==> src/rtl/moore_seq_pkg.sv <==
// Shared definitions for the 1011 Moore sequence detector.
//
// Contents:
//   state_e         - FSM state encoding. Each state is named by the suffix of
//                     the input stream matched so far (S0 = nothing matched,
//                     S4 = "1011" just completed).
//   PATTERN         - the detected bit pattern, oldest bit in the MSB. This is
//                     a reference constant for models outside the design.
//   seq_next_state  - the transition function, kept here so that the RTL and
//                     any reference model share a single definition.
package moore_seq_pkg;

    typedef enum logic [2:0] {
        S0 = 3'd0,  // nothing matched
        S1 = 3'd1,  // "1"
        S2 = 3'd2,  // "10"
        S3 = 3'd3,  // "101"
        S4 = 3'd4   // "1011" - detect state
    } state_e;

    localparam logic [3:0] PATTERN = 4'b1011;

    // Overlapping transitions. After a detect (S4) the trailing "1" is kept,
    // so S4 behaves like S1 for the next bit.
    // Illegal encodings (5..7) fall back to S0 whatever d_in is.
    function automatic state_e seq_next_state(input state_e cur, input logic bit_in);
        state_e nxt;
        case (cur)
            S0:      nxt = bit_in ? S1 : S0;
            S1:      nxt = bit_in ? S1 : S2;
            S2:      nxt = bit_in ? S3 : S0;
            S3:      nxt = bit_in ? S4 : S2;
            S4:      nxt = bit_in ? S1 : S2;
            default: nxt = S0;
        endcase
        return nxt;
    endfunction

endpackage

==> src/rtl/moore_overlapping_seq_detector.sv <==
// Moore-type overlapping detector for the serial pattern 1011.
//
// Takes one bit of d_in per rising clock edge. It raises d_out for one cycle
// in the cycle after the bit that completes "1011". Overlap is allowed: the
// final "1" of a match can start the next one.
// A saturating counter records the number of completed matches for
// debug and status.
//
// Parameters:
//   CNT_W      - width of match_cnt (default 8).
//
// Ports:
//   clk        - single clock, all state updates on the rising edge.
//   rst        - synchronous active-low reset, sampled on the rising edge.
//   d_in       - serial data bit, ignored while rst is low.
//   d_out      - high while the FSM is in S4 (pattern just completed),
//                driven straight from a flop.
//   match_cnt  - number of completed matches. It sticks at all-ones.
module moore_overlapping_seq_detector
    import moore_seq_pkg::*;
#(
    parameter int unsigned CNT_W = 8
) (
    input  logic             clk,
    input  logic             rst,
    input  logic             d_in,
    output logic             d_out,
    output logic [CNT_W-1:0] match_cnt
);

    state_e           state_q, state_d;
    logic             d_out_q;
    logic [CNT_W-1:0] cnt_q, cnt_d;
    logic             cnt_sat;

    // Next-state decode. Illegal encodings go back to S0 through the
    // default branch in seq_next_state.
    always_comb begin
        state_d = seq_next_state(state_q, d_in);
    end

    // d_out_q is loaded from the next-state decode, so it always equals
    // (state_q == S4). Taking d_out from a flop keeps it free of decode glitches.
    always_ff @(posedge clk) begin
        if (!rst) begin
            state_q <= S0;
            d_out_q <= 1'b0;
        end else begin
            state_q <= state_d;
            d_out_q <= (state_d == S4);
        end
    end

    // Match counter: counts up on each edge that enters S4, and stops at all-ones.
    assign cnt_sat = &cnt_q;

    always_comb begin
        cnt_d = cnt_q;
        if ((state_d == S4) && !cnt_sat) begin
            cnt_d = cnt_q + 1'b1;
        end
    end

    always_ff @(posedge clk) begin
        if (!rst) begin
            cnt_q <= '0;
        end else begin
            cnt_q <= cnt_d;
        end
    end

    assign d_out     = d_out_q;
    assign match_cnt = cnt_q;

endmodule

==> config.mk <==
export PLATFORM = sky130hd
export DESIGN_NAME = moore_overlapping_seq_detector
export DESIGN_NICKNAME = d
export VERILOG_FILES = /design/src/rtl/moore_seq_pkg.sv /design/src/rtl/moore_overlapping_seq_detector.sv
export SDC_FILE = /design/constraint.sdc
export NUM_CORES = 1
export LEC_CHECK = 0
export CORE_MARGIN = 2
export CORE_UTILIZATION = 35
export DETAILED_ROUTE_END_ITERATION = 8
export PLACE_DENSITY = 0.6
export RECOVER_POWER = 25
export SLEW_MARGIN = 10
export SYNTH_ARGS = -nofsm -noshare
export SYNTH_HDL_FRONTEND = slang
export SYNTH_SLANG_ARGS = --single-unit
==> constraint.sdc <==
create_clock -name clk -period 1.3 [get_ports clk]
set_input_delay 0.26 -clock clk [delete_from_list [all_inputs] [get_ports clk]]
set_output_delay 0.26 -clock clk [all_outputs]
set_load 0.05 [all_outputs]
Yosys cells after proc, flatten, opt, wreduce, memory -nomap -nowiden
Index checks and enable logic that the tools add are counted.
{"block": "word_totals", "wordCells": 19, "reg_bits": 12, "out_inout_bits": 9, "mem_count": 0, "mem_bits_ro": 0, "latch_bits": 0, "ramBits": 0, "in_bits": 3}
{"block": "op_classes", "reduce_logical": 5, "n_shift": 0, "n_div": 0, "magnitude_cmp": 0, "mux": 5, "n_addsub": 1, "n_eq_ne": 5, "multipliers": 0, "bitwise_logic": 0}
{"cell": "case mux 3 bit (4 select lines)", "count": 1}
{"cell": "adder 8 x 1 -> 8 bit (second input constant)", "count": 1}
{"cell": "AND reduction 8 bit", "count": 1}
{"cell": "== test 3 x 2 -> 1 bit (second input constant)", "count": 2}
{"cell": "== test 3 bit (second input constant)", "count": 2}
{"cell": "two-way mux 2 bit", "count": 2}
{"cell": "== test 3 x 1 -> 1 bit (second input constant)", "count": 1}
{"cell": "logical NOT 3 bit", "count": 1}
{"cell": "two-way mux 3 bit", "count": 1}
{"cell": "OR reduction 2 bit", "count": 1}
{"cell": "logical AND 1 bit", "count": 1}
{"cell": "logical NOT 1 bit", "count": 1}
{"cell": "two-way mux 1 bit", "count": 1}

Logic depth before layout (Yosys ltp)
Gate-level depths: netlist of run 1.
{"block": "depth", "depth_word": 5, "ltp_mapped": 5, "depth_no_buf": 5}

Least setup slack after synthesis of run 1
OpenSTA, ideal clock, no wires.
{"block": "synth_path", "path_kind": "flip-flop to flip-flop", "start": "register cnt_q[0] (netlist: match_cnt[0])", "end": "register cnt_q[4] (netlist: match_cnt[4])", "setup_ns": 0.115, "stages_incl_launch_ff": 6, "required_time_ns": 1.185, "arrival_ns": 1.635, "path_slack_ns": -0.450, "n_path_buf": 0, "period_less_slack_ns": 1.750, "cell_sequence": "dfxtp_1 > ha_1 > nand3_2 > nand3b_1 > xnor2_1 > and2_1"}
{"block": "synth_between", "elab_chain_len": 3, "word_cells_on_any_way": 4, "classes_between": "1 x add/sub; 3 x reduce/logical"}
{"item": "start: declaration", "line": "moore_overlapping_seq_detector.sv:33", "text": "logic [CNT_W-1:0] cnt_q, cnt_d;"}
{"item": "start signal: assignment", "line": "moore_overlapping_seq_detector.sv:68", "text": "cnt_q <= cnt_d;"}
{"item": "branches (longest 3 deep; another with adder 8 x 1 -> 8 bit)"}
Several ways; the timed one is not identified.
A chain may end at the register's enable or synchronous reset.

Worst setup path in the final report of run 1
{"block": "layout_path", "start": "register cnt_q[1] (netlist: match_cnt[1])", "end": "register cnt_q[6] (netlist: match_cnt[6])"}
The elaborated chain is that of the path after synthesis.

==> results of run 1 <==
-- synthesized netlist by cell type (all sizes together) --
cell,n
a21oi,2
and2,9
and3,1
and4,1
and4b,1
buf,1
clkbuf,1
dfxtp,12
ha,1
maj3,1
mux2i,1
nand2,2
nand2b,1
nand3,1
nand3b,2
nand4,1
nor2,2
nor2b,2
o2111ai,2
o211ai,3
o21ai,1
o31ai,1
or3b,1
xnor2,6
-- worst paths after layout --
check	startpoint	endpoint	cells past startpoint
min	d_in	state_q[0]	4
min reg2reg	match_cnt[6]	match_cnt[6]	2
max	match_cnt[1]	match_cnt[6]	5
max reg2reg	match_cnt[1]	match_cnt[6]	5
-- sequential cells by signal, summed over array words and instances (netlist names) --
name       cells
match_cnt      8
state_q        3
d_out          1
-- repair_timing --
item                       in CTS  in global routing
pin swaps                       4                 10
buffers inserted                4                  0
cloned                          0                  0
setup endpoints to repair       8                  5
hold endpoints to repair        0                  0
gates resized for setup         7                  1
-- layer usage --
metal	vias to the layer above	global-route usage (%)	part of all wire (%)
met3	0	6.40	6.6
met5	-	0	0
met2	12	24.1	49
met1	231	16.5	44
li1	246	-	-
met4	0	1.76	0
-- critical path, cell delays in order, from the launching register on --
cell and delay [ns]:
dfxtp_4 0.37, ha_4 0.15, nand3_4 0.12, nand3b_1 0.24, o211ai_1 0.18, o31ai_1 0.09
-- cells by family (layout without fill, tap and decap cells) --
kind of cell               Yosys count  count (layout)  synth area share (%)
AOI/OAI and AO/OA                    9               9                  12.2
xor gates and xnor gates             6               6                  8.99
adders and majority gates            2               2                  3.85
buffers and inverters                2              25                  2.57
DFF                                 12              12                  41.1
muxes                                1               1                  1.71
and+or+nand+nor                     24              24                  29.6
-- power groups by stage --
| stage | logic [mW] | clock network (mW) | registers, mW |
|---|---|---|---|
| 4_1_cts | 0.0373 | 0.255 | 0.369 |
| 5_1_grt | 0.0405 | 0.267 | 0.370 |
| 3_3_place_gp | 0.0342 | 0 | 0.378 |
| 2_1_floorplan | 0.0112 | 0 | 0.379 |
| 3_5_place_dp | 0.0347 | 0 | 0.378 |
| 6_report | 0.0369 | 0.240 | 0.369 |
-- area by class of cell --
type / count / area, um^2 / area share [%]
clock buffer: 4 / 26.3 / 2.82
multi-input combinational: 42 / 367 / 39.3
sequential: 12 / 256 / 27.5
tap: 16 / 20.0 / 2.15
timing repair buffer: 21 / 263 / 28.2
-- through the flow --
| step | power, mW | setup slack (ns) | cells | setup TNS, ns | instance area (um^2) |
|---|---|---|---|---|---|
| floorplan | 0.390 | -0.0261 | 56 | -0.0432 | 619 |
| global placement | 0.412 | -0.387 | 87 | -3.12 | 870 |
| detailed placement | 0.413 | -0.400 | 87 | -3.31 | 870 |
| CTS | 0.661 | 0.0158 | 95 | 0 | 947 |
| global route | 0.677 | -0.0557 | 95 | -0.114 | 932 |
| finish | 0.646 | 0.0451 | 95 | 0 | 932 |
==> flow_metrics.tcl, run 1 <==
set metrics [dict create \
    holdBufCountCts 0 \
    path_max_fanout 6 \
    grt_pass1_wl_mm 2.06 \
    dieHeight_um 44.9 \
    clkSinkCount 12 \
    antenna_found_initial 0 \
    vias 489 \
    start_util_pct 37.9 \
    clk_pin_slew_ns 0.08 \
    drv_slew 0 \
    grt_usage_pct 14.0 \
    nFillCells 137 \
    power_frac_comb_pct 5.7 \
    layout.nets 84 \
    hp-class "input pin to register" \
    dpl.hpwl_um 845 \
    p_seq_share_pct 57.2 \
    io_pins 12 \
    clk_latency_ns 0.27 \
    area_growth_pct 59.5 \
    drive_gt1_share_pct 54.4 \
    viasPerCell 5.15 \
    slew_headroom_pct 81.7 \
    grt_pass1_vias 496 \
    core_area_um2 1540 \
    die_w_um 44.9 \
    cts_buffers 3 \
    grt_overflow 0 \
    drtPass1Iterations 2 \
    routabilityCongestion 0.723 \
    fin_util_pct 60.5 \
    yosysTopAreaCell "dfxtp_1" \
    yosys_warnings 0 \
    syn_avg_cell_area_um2 10.4 \
    cp-start-kind "register" \
    synth_seq_area_share_pct 41.1 \
    synth_cell_types 26 \
    root_buffer "clkbuf_4" \
    rsz0062_at_grt "yes" \
    hold_viol 0 \
    required_ns 1.45 \
    timing.hold.ws_ns 0.486 \
    drv_cap 0 \
    die_area_um2 2010 \
    syn-instance-count 56 \
    diodes 0 \
    syn-cell-area_um2 584 \
    p_switching_mw 0.140 \
    ys_top_cells_by_area "dfxtp_1 41%, xnor2_1 9.0%, and2_1 8.6%" \
    cts_buffer_depth 2 \
    cts_htree_levels 1 \
    dr.first_iter.drc_count 3 \
    p_int_mw 0.506 \
    clock_power_share_pct 37.1 \
    setup_viol 0 \
    worstMarginPinSlew_ns 0.276 \
    drt_wl_total_mm 1.14 \
    status "finished, final reports clean" \
    portBuffers 11 \
    ff2ff_setup_slack_ns 0.05 \
    drc 0 \
    post_drt_wl_per_cell_um 12.0 \
    synth_top_area_share_pct 41.1 \
    p_sw_share_pct 21.7 \
    p_per_area_nw_per_um2 693 \
    crit_type "register to register" \
    worstSetupEndpointType "register" \
    layout_common_cells "9 x buf_4, 8 x and2_1, 8 x buf_12" \
    period_needed_ns 1.25 \
    final_antenna_net_count 0 \
    ys_ff_latch 12 \
    arrival_ns 1.41 \
    cts_tree "done" \
    final_common_cell "buf_4" \
    irDropWorstVdd_uv 518 \
    cellLeakagePower_nw 0.377 \
    clock.fmax_ghz 0.797 \
    fin_skew_ns 0.00614 \
    fin_crit_sh_pct 96.5 \
    grt_max_degree 9 \
    row_count 14 \
    mappedNetlistNets 60 \
]
Power figures use the tool's default switching activity.
==> inputs of run 2 (changes only) <==
--- a/config.mk
+++ b/config.mk
@@ -5,12 +5,11 @@
 export SDC_FILE = /design/constraint.sdc
 export NUM_CORES = 1
 export LEC_CHECK = 0
-export CORE_MARGIN = 2
+export CORE_MARGIN = 4
 export CORE_UTILIZATION = 35
 export DETAILED_ROUTE_END_ITERATION = 8
 export PLACE_DENSITY = 0.6
 export RECOVER_POWER = 25
-export SLEW_MARGIN = 10
 export SYNTH_ARGS = -nofsm -noshare
 export SYNTH_HDL_FRONTEND = slang
 export SYNTH_SLANG_ARGS = --single-unit
==> run 2 against run 1 <==
  * Global-route usage is 3.3 points lower
  * Sequential share of layout area decreased by 0.48 points
  * First-iteration DRC count down 33%
  * Clock skew down 0.00097 ns
  * Hold slack better by 0.026 ns
  * Final cell count up 1.1%
  * Flip-flop and latch count stayed put
  * Maximum frequency fell by 0.17%
  * Total power down 0.87%
  * Critical endpoint is now match_cnt[5]
  * Largest cell class unchanged
  * Highest routed layer unchanged
==> flow_metrics.tcl, run 2 (synthesized netlist as in run 1, its figures left out) <==
set metrics [dict create \
    status "finished, final reports clean" \
    slew_headroom_pct 85.1 \
    dr.first_iter.drc_count 2 \
    die_w_um 48.9 \
    final_area_um2 953 \
    period_needed_ns 1.26 \
    irDropWorstVdd_uv 682 \
    io_pins 12 \
    place_inst 87 \
    grt_overflow 0 \
    clk_latency_ns 0.27 \
    required_ns 1.46 \
    cts_htree_levels 1 \
    start_util_pct 37.9 \
    drv_slew 0 \
    cp-start-kind "register" \
    cellLeakagePower_nw 0.382 \
    root_buffer "clkbuf_4" \
    path_max_fanout 8 \
    clkSinkCount 12 \
    final_antenna_net_count 0 \
    post_drt_wl_per_cell_um 12.6 \
    drt_wl_total_mm 1.21 \
    final.setup.tns_ns 0 \
    row_count 14 \
    drc 0 \
    timing.hold.ws_ns 0.512 \
    antenna_found_initial 0 \
    portBuffers 11 \
    grt_usage_pct 10.7 \
    layout.nets 85 \
    grt_pass1_vias 497 \
    arrival_ns 1.42 \
    holdBufCountCts 0 \
    drtPass1Iterations 4 \
    cts_tree "done" \
    grt_pass1_wl_mm 2.02 \
    clk_pin_slew_ns 0.07 \
    hp-class "input pin to register" \
    clock.fmax_ghz 0.795 \
    core_area_um2 1540 \
    dieHeight_um 48.9 \
    stdcell_count 96 \
    cts_buffer_depth 2 \
    p_total_mw 0.640 \
    dpl_cell_area_um2 870 \
    vias 489 \
    p_per_area_nw_per_um2 672 \
    fin_ws_ns 0.0429 \
    drv_cap 0 \
    worstMarginPinSlew_ns 0.223 \
    grt_max_degree 9 \
    fin_skew_ns 0.00516 \
    fin_util_pct 61.9 \
    routabilityCongestion 0.696 \
    hold_viol 0 \
    layout_common_cells "11 x buf_4, 9 x buf_12, 8 x and2_1, 8 x dfxtp_2, 6 x xnor2_1" \
    drive_gt1_share_pct 56.3 \
    place_ws_ns -0.396 \
    crit_type "register to register" \
    final_common_cell "buf_4" \
    viasPerCell 5.09 \
    cts_buffers 3 \
    largest_register_ffs 8 \
    die_area_um2 2390 \
    dpl.hpwl_um 870 \
    diodes 0 \
    setup_viol 0 \
    rsz0062_at_grt "yes" \
    worstSetupEndpointType "register" \
    fin_crit_sh_pct 96.7 \
    area_growth_pct 63.2 \
]
[run 2: cell count changes in the layout (fill, tap and decap cells not counted)]
cell	previous run	this run
o2111ai_1	0	1
buf_12	8	9
buf_4	9	11
dfxtp_1	3	2
and4b_4	0	1
buf_6	1	0
o2111ai_2	2	1
dfxtp_2	7	8
clkbuf_2	1	0
and3_1	1	0
and4b_2	1	0
and3_4	0	1
[run 2: metal layers]
metal | share of wire [%] | track usage, % | up-vias
li1 | - | - | 248
met1 | 42 | 11.6 | 230
met2 | 51 | 17.0 | 11
met3 | 6.4 | 6.12 | 0
met4 | 0 | 4.48 | 0
met5 | 0 | 0 | -
[run 2: layout make-up]
class                      count  area [um^2]
fill                         130          588
tap                           16         20.0
timing repair buffer          22          282
multi-input combinational     42          368
clock buffer                   4         26.3
sequential                    12          258
[run 2: report_power, final]
| group | internal (mW) | switching (mW) | leakage, nW |
|---|---|---|---|
| Combinational | 0.0198 | 0.0162 | 0.264 |
| Clock | 0.119 | 0.116 | 0.0150 |
| Sequential | 0.367 | 0.00243 | 0.103 |
| Total | 0.505 | 0.135 | 0.382 |
[run 2: worst paths after layout]
path                  end  slack [ns]          from  cells past startpoint
max reg2reg  match_cnt[5]        0.04    state_q[2]                      4
max          match_cnt[5]        0.04    state_q[2]                      4
min reg2reg  match_cnt[6]        0.57  match_cnt[6]                      2
min            state_q[0]        0.51          d_in                      4
[run 2: worst max-delay path, stage by stage, from the launching register on]
cell and delay [ns]:
dfxtp_2 0.32, and4b_4 0.38, o2111ai_1 0.15, xnor2_1 0.14, and2_1 0.15
[run 2: what timing repair did]
item | CTS | global route
resized for setup | 4 | 4
setup buffers | 4 | 1
endpoints found under the setup margin | 9 | 6
pin swaps | 3 | 6
==> inputs of run 3 (changes only) <==
--- a/config.mk
+++ b/config.mk
@@ -13,3 +13,4 @@
 export SYNTH_ARGS = -nofsm -noshare
 export SYNTH_HDL_FRONTEND = slang
 export SYNTH_SLANG_ARGS = --single-unit
+export TNS_END_PERCENT = 20
==> run 3 against run 2 <==
  * Final cell count stayed put
  * Combinational power hardly changed
  * Maximum frequency fell by 1.6%
  * Via count decreased by 0.41%
  * Sequential share of layout area up 0.26 points
  * Critical endpoint is now match_cnt[6]
==> flow_metrics.tcl, run 3 (synthesized netlist as in run 1, its figures left out) <==
set metrics [dict create \
    drv_slew 0 \
    drc 0 \
    irDropWorstVdd_uv 397 \
    drtPass1Iterations 4 \
    routabilityCongestion 0.704 \
    area_growth_pct 63.2 \
    largest_register_ffs 8 \
    root_buffer "clkbuf_4" \
    slew_headroom_pct 81.6 \
    setup_viol 0 \
    drt_wl_total_mm 1.28 \
    holdBufCountCts 0 \
    grt_usage_pct 10.9 \
    final_common_cell "buf_4" \
    worstMarginPinSlew_ns 0.277 \
    cts_htree_levels 1 \
    cpPeakStageDelay_ns 0.39 \
    path_max_fanout 7 \
    diodes 0 \
    worstSetupEndpointType "register" \
    io_pins 12 \
    portBuffers 11 \
    final.setup.tns_ns 0 \
    fin_skew_ns 0.00498 \
    die_w_um 48.9 \
    place_inst 87 \
    viasPerCell 5.07 \
    cts_buffers 3 \
    core_area_um2 1540 \
    rsz0062_at_grt "yes" \
    fin_crit_sh_pct 98.3 \
    arrival_ns 1.44 \
    critPathSlowestCell "and4b_2" \
    stdcell_count 96 \
    cellLeakagePower_nw 0.391 \
    final_antenna_net_count 0 \
    clk_pin_slew_ns 0.08 \
    hp-class "input pin to register" \
    hold_viol 0 \
    die_area_um2 2390 \
    crit_chain "and4b_2 -> nand3b_1 -> o211ai_1 -> o31ai_1" \
    status "finished, final reports clean" \
    clock.fmax_ghz 0.783 \
    clk_latency_ns 0.27 \
    cts_tree "done" \
    crit_buf_inv 0 \
    post_drt_wl_per_cell_um 13.3 \
    vias 487 \
    crit_type "register to register" \
    grt_max_degree 9 \
    grt_pass1_wl_mm 2.06 \
    start_util_pct 37.9 \
    clkSinkCount 12 \
    p_per_area_nw_per_um2 741 \
    antenna_found_initial 0 \
    dpl.hpwl_um 877 \
    drive_gt1_share_pct 56.3 \
    drv_cap 0 \
    layout.nets 85 \
    crit_family "simple AND/OR/NAND/NOR gates" \
    fin_util_pct 61.9 \
    layout_common_cells "11 x buf_4, 8 x and2_1, 8 x buf_12" \
    required_ns 1.46 \
    dr.first_iter.drc_count 2 \
    grt_overflow 0 \
    cp-start-kind "register" \
    timing.hold.ws_ns 0.507 \
    grt_pass1_vias 476 \
    row_count 14 \
    cts_buffer_depth 2 \
    period_needed_ns 1.28 \
    dieHeight_um 48.9 \
]
==> run 3: path summary, 6_finish.rpt <==
check	start	endpoint	slack, ns	cells after the start
max reg2reg	state_q[2]	match_cnt[6]	0.02	4
min reg2reg	match_cnt[5]	match_cnt[6]	0.57	2
min	d_in	state_q[0]	0.51	4
max	state_q[2]	match_cnt[6]	0.02	4
==> run 3: metrics by stage <==
step,power [mW],worst slack [ns],instance area (um^2)
2_1_floorplan,0.390,-0.0261,619
3_3_place_gp,0.412,-0.387,870
3_5_place_dp,0.413,-0.426,870
4_1_cts,0.720,0.0134,943
5_1_grt,0.738,-0.0413,953
6_report,0.707,0.0225,953
==> run 3: power breakdown <==
| part | leakage (nW) | internal, mW | switching [mW] |
|---|---|---|---|
| sequential | 0.103 | 0.365 | 0.00268 |
| combinational | 0.267 | 0.0193 | 0.0164 |
| clock | 0.0210 | 0.170 | 0.133 |
==> run 3: timing repair <==
item	4_1_cts	5_1_grt
setup buffers	4	1
cloned	0	0
pin swaps	3	4
gates resized for setup	4	6
endpoints found under the setup margin	9	5
==> run 3: layout make-up <==
cell class                 instances  area, um^2
fill                             139         588
timing repair buffer              22         267
clock buffer                       4        36.3
sequential                        12         260
multi-input combinational         42         370
tap                               16        20.0
==> run 3: worst min-delay path, stage by stage <==
cell,delay [ns]
dlygate4sd2_1,0.24
buf_4,0.14
nand2_1,0.06
nor2_1,0.04
==> run 3: routing by layer <==
layer  part of all wire, %  track usage, %  wire length (um)
met5                     0               0                 0
met4                     0            4.04                 0
met1                    44            13.5               564
met2                    51            18.0               659
met3                   4.4            2.75                57
